[config.mk]
export PLATFORM = sky130hd
export DESIGN_NAME = ex_mem_elastic_stage
export DESIGN_NICKNAME = d
export VERILOG_FILES = /design/src/rtl/ex_mem_elastic_stage.sv
export SDC_FILE = /design/constraint.sdc
export NUM_CORES = 1
export LEC_CHECK = 0
export CAP_MARGIN = 0
export CORE_UTILIZATION = 45
export DETAILED_ROUTE_END_ITERATION = 7
export PLACE_DENSITY = 0.74
export REMOVE_ABC_BUFFERS = 1
export SYNTH_ARGS = -nofsm -noshare
export SYNTH_HDL_FRONTEND = slang
export SYNTH_SLANG_ARGS = --single-unit
[constraint.sdc]
create_clock -name clk -period 1.7 [get_ports clk]
set_input_delay 0.34 -clock clk [delete_from_list [all_inputs] [get_ports clk]]
set_output_delay 0.34 -clock clk [all_outputs]
set_load 0.05 [all_outputs]
[src/rtl/ex_mem_elastic_stage.sv]
// EX->MEM elastic pipeline stage: valid/ready slot chain with bubble collapse,
// synchronous flush, and an optional one-entry input skid buffer.
module ex_mem_elastic_stage #(
  parameter int unsigned DATA_WIDTH = 32,
  parameter int unsigned CTRL_WIDTH = 11,
  parameter int unsigned STAGES     = 1,
  parameter int unsigned SKID       = 1,
  parameter int unsigned CNT_W      = $clog2(STAGES + SKID + 1)
) (
  input  logic                  clk,
  input  logic                  rst,
  input  logic                  flush,
  input  logic                  in_valid,
  output logic                  in_ready,
  input  logic [CTRL_WIDTH-1:0] in_ctrl,
  input  logic [DATA_WIDTH-1:0] in_data,
  output logic                  out_valid,
  input  logic                  out_ready,
  output logic [CTRL_WIDTH-1:0] out_ctrl,
  output logic [DATA_WIDTH-1:0] out_data,
  output logic [CNT_W-1:0]      occupancy
);

  localparam int unsigned LAST = STAGES - 1;

  logic [STAGES-1:0]     v_q, v_d, can_load, pv;
  logic [CTRL_WIDTH-1:0] ctrl_q [STAGES];
  logic [CTRL_WIDTH-1:0] ctrl_d [STAGES];
  logic [CTRL_WIDTH-1:0] pc     [STAGES];
  logic [DATA_WIDTH-1:0] data_q [STAGES];
  logic [DATA_WIDTH-1:0] data_d [STAGES];
  logic [DATA_WIDTH-1:0] pd     [STAGES];

  logic                  src_valid;
  logic [CTRL_WIDTH-1:0] src_ctrl;
  logic [DATA_WIDTH-1:0] src_data;
  logic                  in_xfer, out_xfer;
  logic [CNT_W-1:0]      cnt_q, cnt_d;

  // Slot i can load iff out_ready or any slot at or beyond i is empty (bubble collapse).
  always_comb begin : ready_chain
    logic acc;
    acc      = out_ready;
    can_load = '0;
    for (int unsigned k = 0; k < STAGES; k++) begin
      acc                = acc | ~v_q[LAST-k];
      can_load[LAST-k]   = acc;
    end
  end

  always_comb begin : feed
    pv    = '0;
    pv[0] = src_valid;
    pc[0] = src_ctrl;
    pd[0] = src_data;
    for (int unsigned i = 1; i < STAGES; i++) begin
      pv[i] = v_q[i-1];
      pc[i] = ctrl_q[i-1];
      pd[i] = data_q[i-1];
    end
  end

  always_comb begin : slot_next
    v_d    = v_q;
    ctrl_d = ctrl_q;
    data_d = data_q;
    for (int unsigned i = 0; i < STAGES; i++) begin
      if (can_load[i]) begin
        v_d[i] = pv[i];
        if (pv[i]) begin
          ctrl_d[i] = pc[i];
          data_d[i] = pd[i];
        end
      end
    end
  end

  always_ff @(posedge clk) begin
    if (rst || flush) begin
      v_q   <= '0;
      cnt_q <= '0;
      for (int unsigned i = 0; i < STAGES; i++) begin
        ctrl_q[i] <= '0;
        data_q[i] <= '0;
      end
    end else begin
      v_q    <= v_d;
      ctrl_q <= ctrl_d;
      data_q <= data_d;
      cnt_q  <= cnt_d;
    end
  end

  if (SKID != 0) begin : g_skid
    logic                  skid_valid_q, skid_valid_d;
    logic [CTRL_WIDTH-1:0] skid_ctrl_q, skid_ctrl_d;
    logic [DATA_WIDTH-1:0] skid_data_q, skid_data_d;

    always_comb begin
      skid_valid_d = skid_valid_q;
      skid_ctrl_d  = skid_ctrl_q;
      skid_data_d  = skid_data_q;
      if (skid_valid_q) begin
        if (can_load[0]) skid_valid_d = 1'b0;
      end else if (in_xfer && !can_load[0]) begin
        skid_valid_d = 1'b1;
        skid_ctrl_d  = in_ctrl;
        skid_data_d  = in_data;
      end
    end

    always_ff @(posedge clk) begin
      if (rst || flush) begin
        skid_valid_q <= 1'b0;
        skid_ctrl_q  <= '0;
        skid_data_q  <= '0;
      end else begin
        skid_valid_q <= skid_valid_d;
        skid_ctrl_q  <= skid_ctrl_d;
        skid_data_q  <= skid_data_d;
      end
    end

    // in_ready is purely registered; an occupied skid blocks new input.
    assign in_ready  = ~skid_valid_q;
    assign src_valid = skid_valid_q | in_valid;
    assign src_ctrl  = skid_valid_q ? skid_ctrl_q : in_ctrl;
    assign src_data  = skid_valid_q ? skid_data_q : in_data;
  end else begin : g_noskid
    assign in_ready  = can_load[0];
    assign src_valid = in_valid;
    assign src_ctrl  = in_ctrl;
    assign src_data  = in_data;
  end

  assign in_xfer   = in_valid & in_ready;
  assign out_valid = v_q[LAST];
  assign out_xfer  = out_valid & out_ready;
  assign out_ctrl  = v_q[LAST] ? ctrl_q[LAST] : '0;
  assign out_data  = data_q[LAST];
  assign cnt_d     = cnt_q + CNT_W'(in_xfer) - CNT_W'(out_xfer);
  assign occupancy = cnt_q;

endmodule

Word-level counts from Yosys, hierarchy flattened
Cells that the tools add are included.

operators by class
  add/sub/neg operators = 2
  mux-type cells = 6
  bitwise gates (word level) = 6
  reduce and logical (&&, ||, !) cells = 5

operator list
  operator           number
  $mux 32            1
  $mux 11            2
  $reduce_and 2->1   2
  $mux 1             3
  $add 2x1->2        1
  $and 1x1->1        2
  $not 1->1          2
  $or 1x1->1         2
  $sub 2x1->2        1
  $logic_and 1x1->1  1
  $logic_not 1->1    1
  $logic_or 1x1->1   1

word-level totals
  flip-flop bits (word level) = 90
  bits of input ports = 48
  output and inout bits = 47

Depth between registers and ports, before layout
Gate-level depths: netlist of the first run.

  word-level depth = 6
  depth in mapped cells = 10
  mapped depth without buffers = 8

Worst setup path after synthesis of the first run
Ideal clock, no wire load.

  kind = register to register
  start point = register g_skid.skid_valid_q
  end point = register cnt_q[1], in the netlist occupancy[1]
  arrival time = 1.914 ns
  data required time = 1.572 ns
  setup slack = -0.342 ns
  stages on the path, launching flop included = 11
  path buffers = 2
  cell sequence = dfxtp_1 buf_4 buf_2 inv_1 nand2_1 ha_1 inv_1 ha_1 xor2_1 xnor2_1 nor2_1

between the ends
  longest elaborated chain between the ends = 4

ends and longest elaborated chain
  item                      line  text
  start: declaration        95    logic skid_valid_q, skid_valid_d;
  start signal: assignment  118   skid_valid_q <= skid_valid_d;
  $not 1->1 (no line)       n/a
  via in_ready              14    output logic in_ready,
  $and 1x1->1               136   assign in_xfer = in_valid & in_ready;
  $add 2x1->2               141   assign cnt_d = cnt_q + CNT_W'(in_xfer) - CNT_W'(out_xfer);
  $sub 2x1->2               141
  end signal: assignment    90    cnt_q <= cnt_d;
  end: declaration          38    logic [CNT_W-1:0] cnt_q, cnt_d;

The timed path passes the listed nets, and every way through them passes these cells.
A chain may end at the register's enable or synchronous reset.

Worst setup path after layout of the first run
  start point = register v_q, in the netlist out_valid
  end point = output port out_ctrl[2]

between the ends
  longest elaborated chain between the ends = 1

ends and longest elaborated chain
  item                      line  text
  start: declaration        26    logic [STAGES-1:0] v_q, v_d, can_load, pv;
  start signal: assignment  87    v_q <= v_d;
  $mux 11                   139   assign out_ctrl = v_q[LAST] ? ctrl_q[LAST] : '0;
  end: declaration          19    output logic [CTRL_WIDTH-1:0] out_ctrl,

Every way passes these cells.

==> results.toml, run 1 <==
[outcome]
outcome = "finished clean"

[final_layout]
multi_input_area_um2 = 1930
fin_util_pct = 64.0
layout_common_cells = "89 x dfxtp_1, 87 x nand2_1, 87 x a21oi_1"
antenna_cells = 0
stdcell_count = 617
final_common_cell = "dfxtp_1"
final-seq-area_um2 = 1800
area_delta_synth_final_pct = 35.2
fillCellCount = 688
drive_gt1_share_pct = 26.2
nNetsFinal = 557

[synthesis]
synth_seq_cells = 90
synth_area_leaders = "dfxtp_1 46%, a211oi_2 13%, a21oi_1 11%"
ys_warn_count = 0
yosysSeqAreaShare_pct = 45.6
synth_top_area_share_pct = 45.6
yosysTopAreaCell = "dfxtp_1"
syn_area_per_cell_um2 = 9.40
synth-main-ff-cell = "dfxtp_1"
synth_cell_types = 24
syn_inst = 420
synthArstFlopShare_pct = 0
synth_area_um2 = 3950
synth_edf_count = 0

[job]
maxCapViolations = 0

[critical_path]
crit_family = "flip-flops"
max_stage_delay_ps = 360
reg2reg_slack_ps = 160
path_class = "flop to primary output"
critical_path.max_fanout = 15
crit_chain = "buf_6 -> and2_1 -> buf_12"
required_ps = 1360
critPathLaunchType = "flop"
cp-end-kind = "primary output"
r2r_start = "out_valid"
arrival_ps = 1270
cp.buffers_inverters = 2
reg2reg_depth = 5
r2r-end = "g_skid.skid_data_q[1]"
cpMaxStageDelayCell = "dfxtp_1"

[place]
routabilityCongestion = 0.729
dpl.hpwl_mm = 6.14
io_buffers = 94
dp_cells = 600

[sta]
tightestPinTransition_ps = 376
finalSetupViolations = 0
slew_headroom_pct = 74.9
finalCriticalPeriod_ps = 1610
rsz0062_at_grt = "false"
fin_crit_sh_pct = 94.7
skew_ps = 14.4
max_clock_freq_mhz = 621
final_max_slew_viol_count = 0
hold_viol_final = 0

[clocking]
cts_buffer_depth = 2
clk_latency_ps = 360
cts-root-buf = "clkbuf_8"
numCtsBuffers = 9
path_clk_slew_ps = 90
hold_buffers = 0
cts_num_sinks = 90
cts.htree.levels = 3
cts_tree = "yes"

[floorplanning]
coreArea_um2 = 8340
die_h_um = 95.7
fp.dieW_um = 95.7
num_rows = 33
io_pins = 95
die_area_um2 = 9150
initial_core_util_pct = 47.3

[power_and_ir_drop]
leakage_nw = 1.85
vdd_ir_drop_max_v = 0.000530
power_density_nw_per_um2 = 853

[grt]
grt_pass1_vias = 3215
grt_max_degree = 44
antenna_found_initial = 0
track_usage_pct = 21.5
grt-ovfl-total = 0
grt_pass1_wl_mm = 15.1

[drt]
firstDrtPassIters = 4
drt-wirelength-per-cell_um = 15.8
drt_iter0_markers = 101
drtAntennaViolNets = 0
drc_errors = 0
wl_mm = 9.72
routed-via-count = 3353
viasPerCell = 5.43

[hold_path]
min_to = "g_skid.skid_data_q[18]"
hold_path_class = "flop to flop"
min_from = "g_skid.skid_data_q[18]"
whs_path_depth = 2
## worst max path at each step
stage | start | endpoint | slack, ps | depth (start not counted)
2_1_floorplan | g_skid.skid_valid_q | g_skid.skid_ctrl_q[0] | -2990 | 3
3_3_place_gp | in_valid | occupancy[1] | -180 | 8
3_5_place_dp | in_valid | occupancy[1] | -250 | 8
4_1_cts | out_valid | out_ctrl[5] | 50 | 3
5_1_grt | in_valid | g_skid.skid_data_q[13] | 10 | 6
6_report | out_valid | out_ctrl[2] | 90 | 3
## timing repair
| action | 4_1_cts | 5_1_grt |
|---|---|---|
| resized for setup | 0 | 3 |
| endpoints found under the setup margin | 0 | 2 |
| setup buffers | 0 | 0 |
## synth_stat cells (3+ instances only)
master / count
a211oi_2: 40
buf_2: 7
mux2i_1: 43
clkbuf_1: 21
and2_1: 12
nor2_1: 3
buf_6: 9
inv_1: 3
dfxtp_1: 90
a21oi_1: 87
a211oi_1: 3
nand2_1: 87
## logic make-up after synthesis
group,Yosys count,synth area share (%)
fa+ha+maj,2,0.634
xor+xnor,2,0.444
flops,90,45.6
simple gates,109,11.8
mux,43,10.9
buf+inv,44,6.31
compound gates,130,24.3
## state kept, by name, summed over array words and instances (netlist names)
name and count:
ctrl_q 11, occupancy 2, out_data 32, g_skid.skid_ctrl_q 11, g_skid.skid_valid_q 1, g_skid.skid_data_q 32, out_valid 1
## power breakdown
| group | switching [mW] | total [mW] | internal, mW |
|---|---|---|---|
| registers | 0.0300 | 2.19 | 2.16 |
| logic | 0.409 | 0.708 | 0.300 |
| clock network | 0.814 | 1.65 | 0.839 |
## worst min-delay path, delay by kind of cell, from the launching register on
family	cells	cell delay, ps
DFF	1	320
and+or+nand+nor	1	50
AOI/OAI and AO/OA	1	50
## metrics by stage
step	hold slack [ps]	instance area (µm²)	power, mW	TNS (ps)	setup slack (ps)
after CTS	462	5320	4.57	0	54.3
after floorplan	436	3710	2.62	-236300	-2990
after global routing	474	5340	4.70	0	13.0
after detailed placement	449	5090	2.94	-14380	-255
after global placement	439	5090	2.93	-10350	-175
final	458	5340	4.55	0	90.3
## layer usage
layer	GRT usage (%)	part of all wire, %
met5	0	0
met2	36.8	49
met4	7.34	1.1
met3	3.51	3.8
met1	27.4	46
## area by class of cell
type / instances / share of cell area [%]
Clock inverter: 7 / 1.85
Inverter: 3 / 0.211
Clock buffer: 9 / 2.32
Timing Repair Buffer: 117 / 23.3
Tap cell: 105 / 2.46
Sequential cell: 90 / 33.8
Multi-Input combinational cell: 286 / 36.1
(Power assumes the default switching activity.)
==> run 2, diff against run 1 <==
--- a/config.mk
+++ b/config.mk
@@ -7,6 +7,7 @@
 export LEC_CHECK = 0
 export CAP_MARGIN = 0
 export CORE_UTILIZATION = 45
+export CTS_CLUSTER_SIZE = 12
 export DETAILED_ROUTE_END_ITERATION = 7
 export PLACE_DENSITY = 0.74
 export REMOVE_ABC_BUFFERS = 1
==> results of run 2 <==
No change in the layout: final DEF, timing and power equal those of run 1.
==> run 3, diff against run 2 <==
--- a/config.mk
+++ b/config.mk
@@ -11,6 +11,7 @@
 export DETAILED_ROUTE_END_ITERATION = 7
 export PLACE_DENSITY = 0.74
 export REMOVE_ABC_BUFFERS = 1
+export SLEW_MARGIN = 25
 export SYNTH_ARGS = -nofsm -noshare
 export SYNTH_HDL_FRONTEND = slang
 export SYNTH_SLANG_ARGS = --single-unit
==> results of run 3 <==
No change in the layout: final DEF, timing and power equal those of run 1.
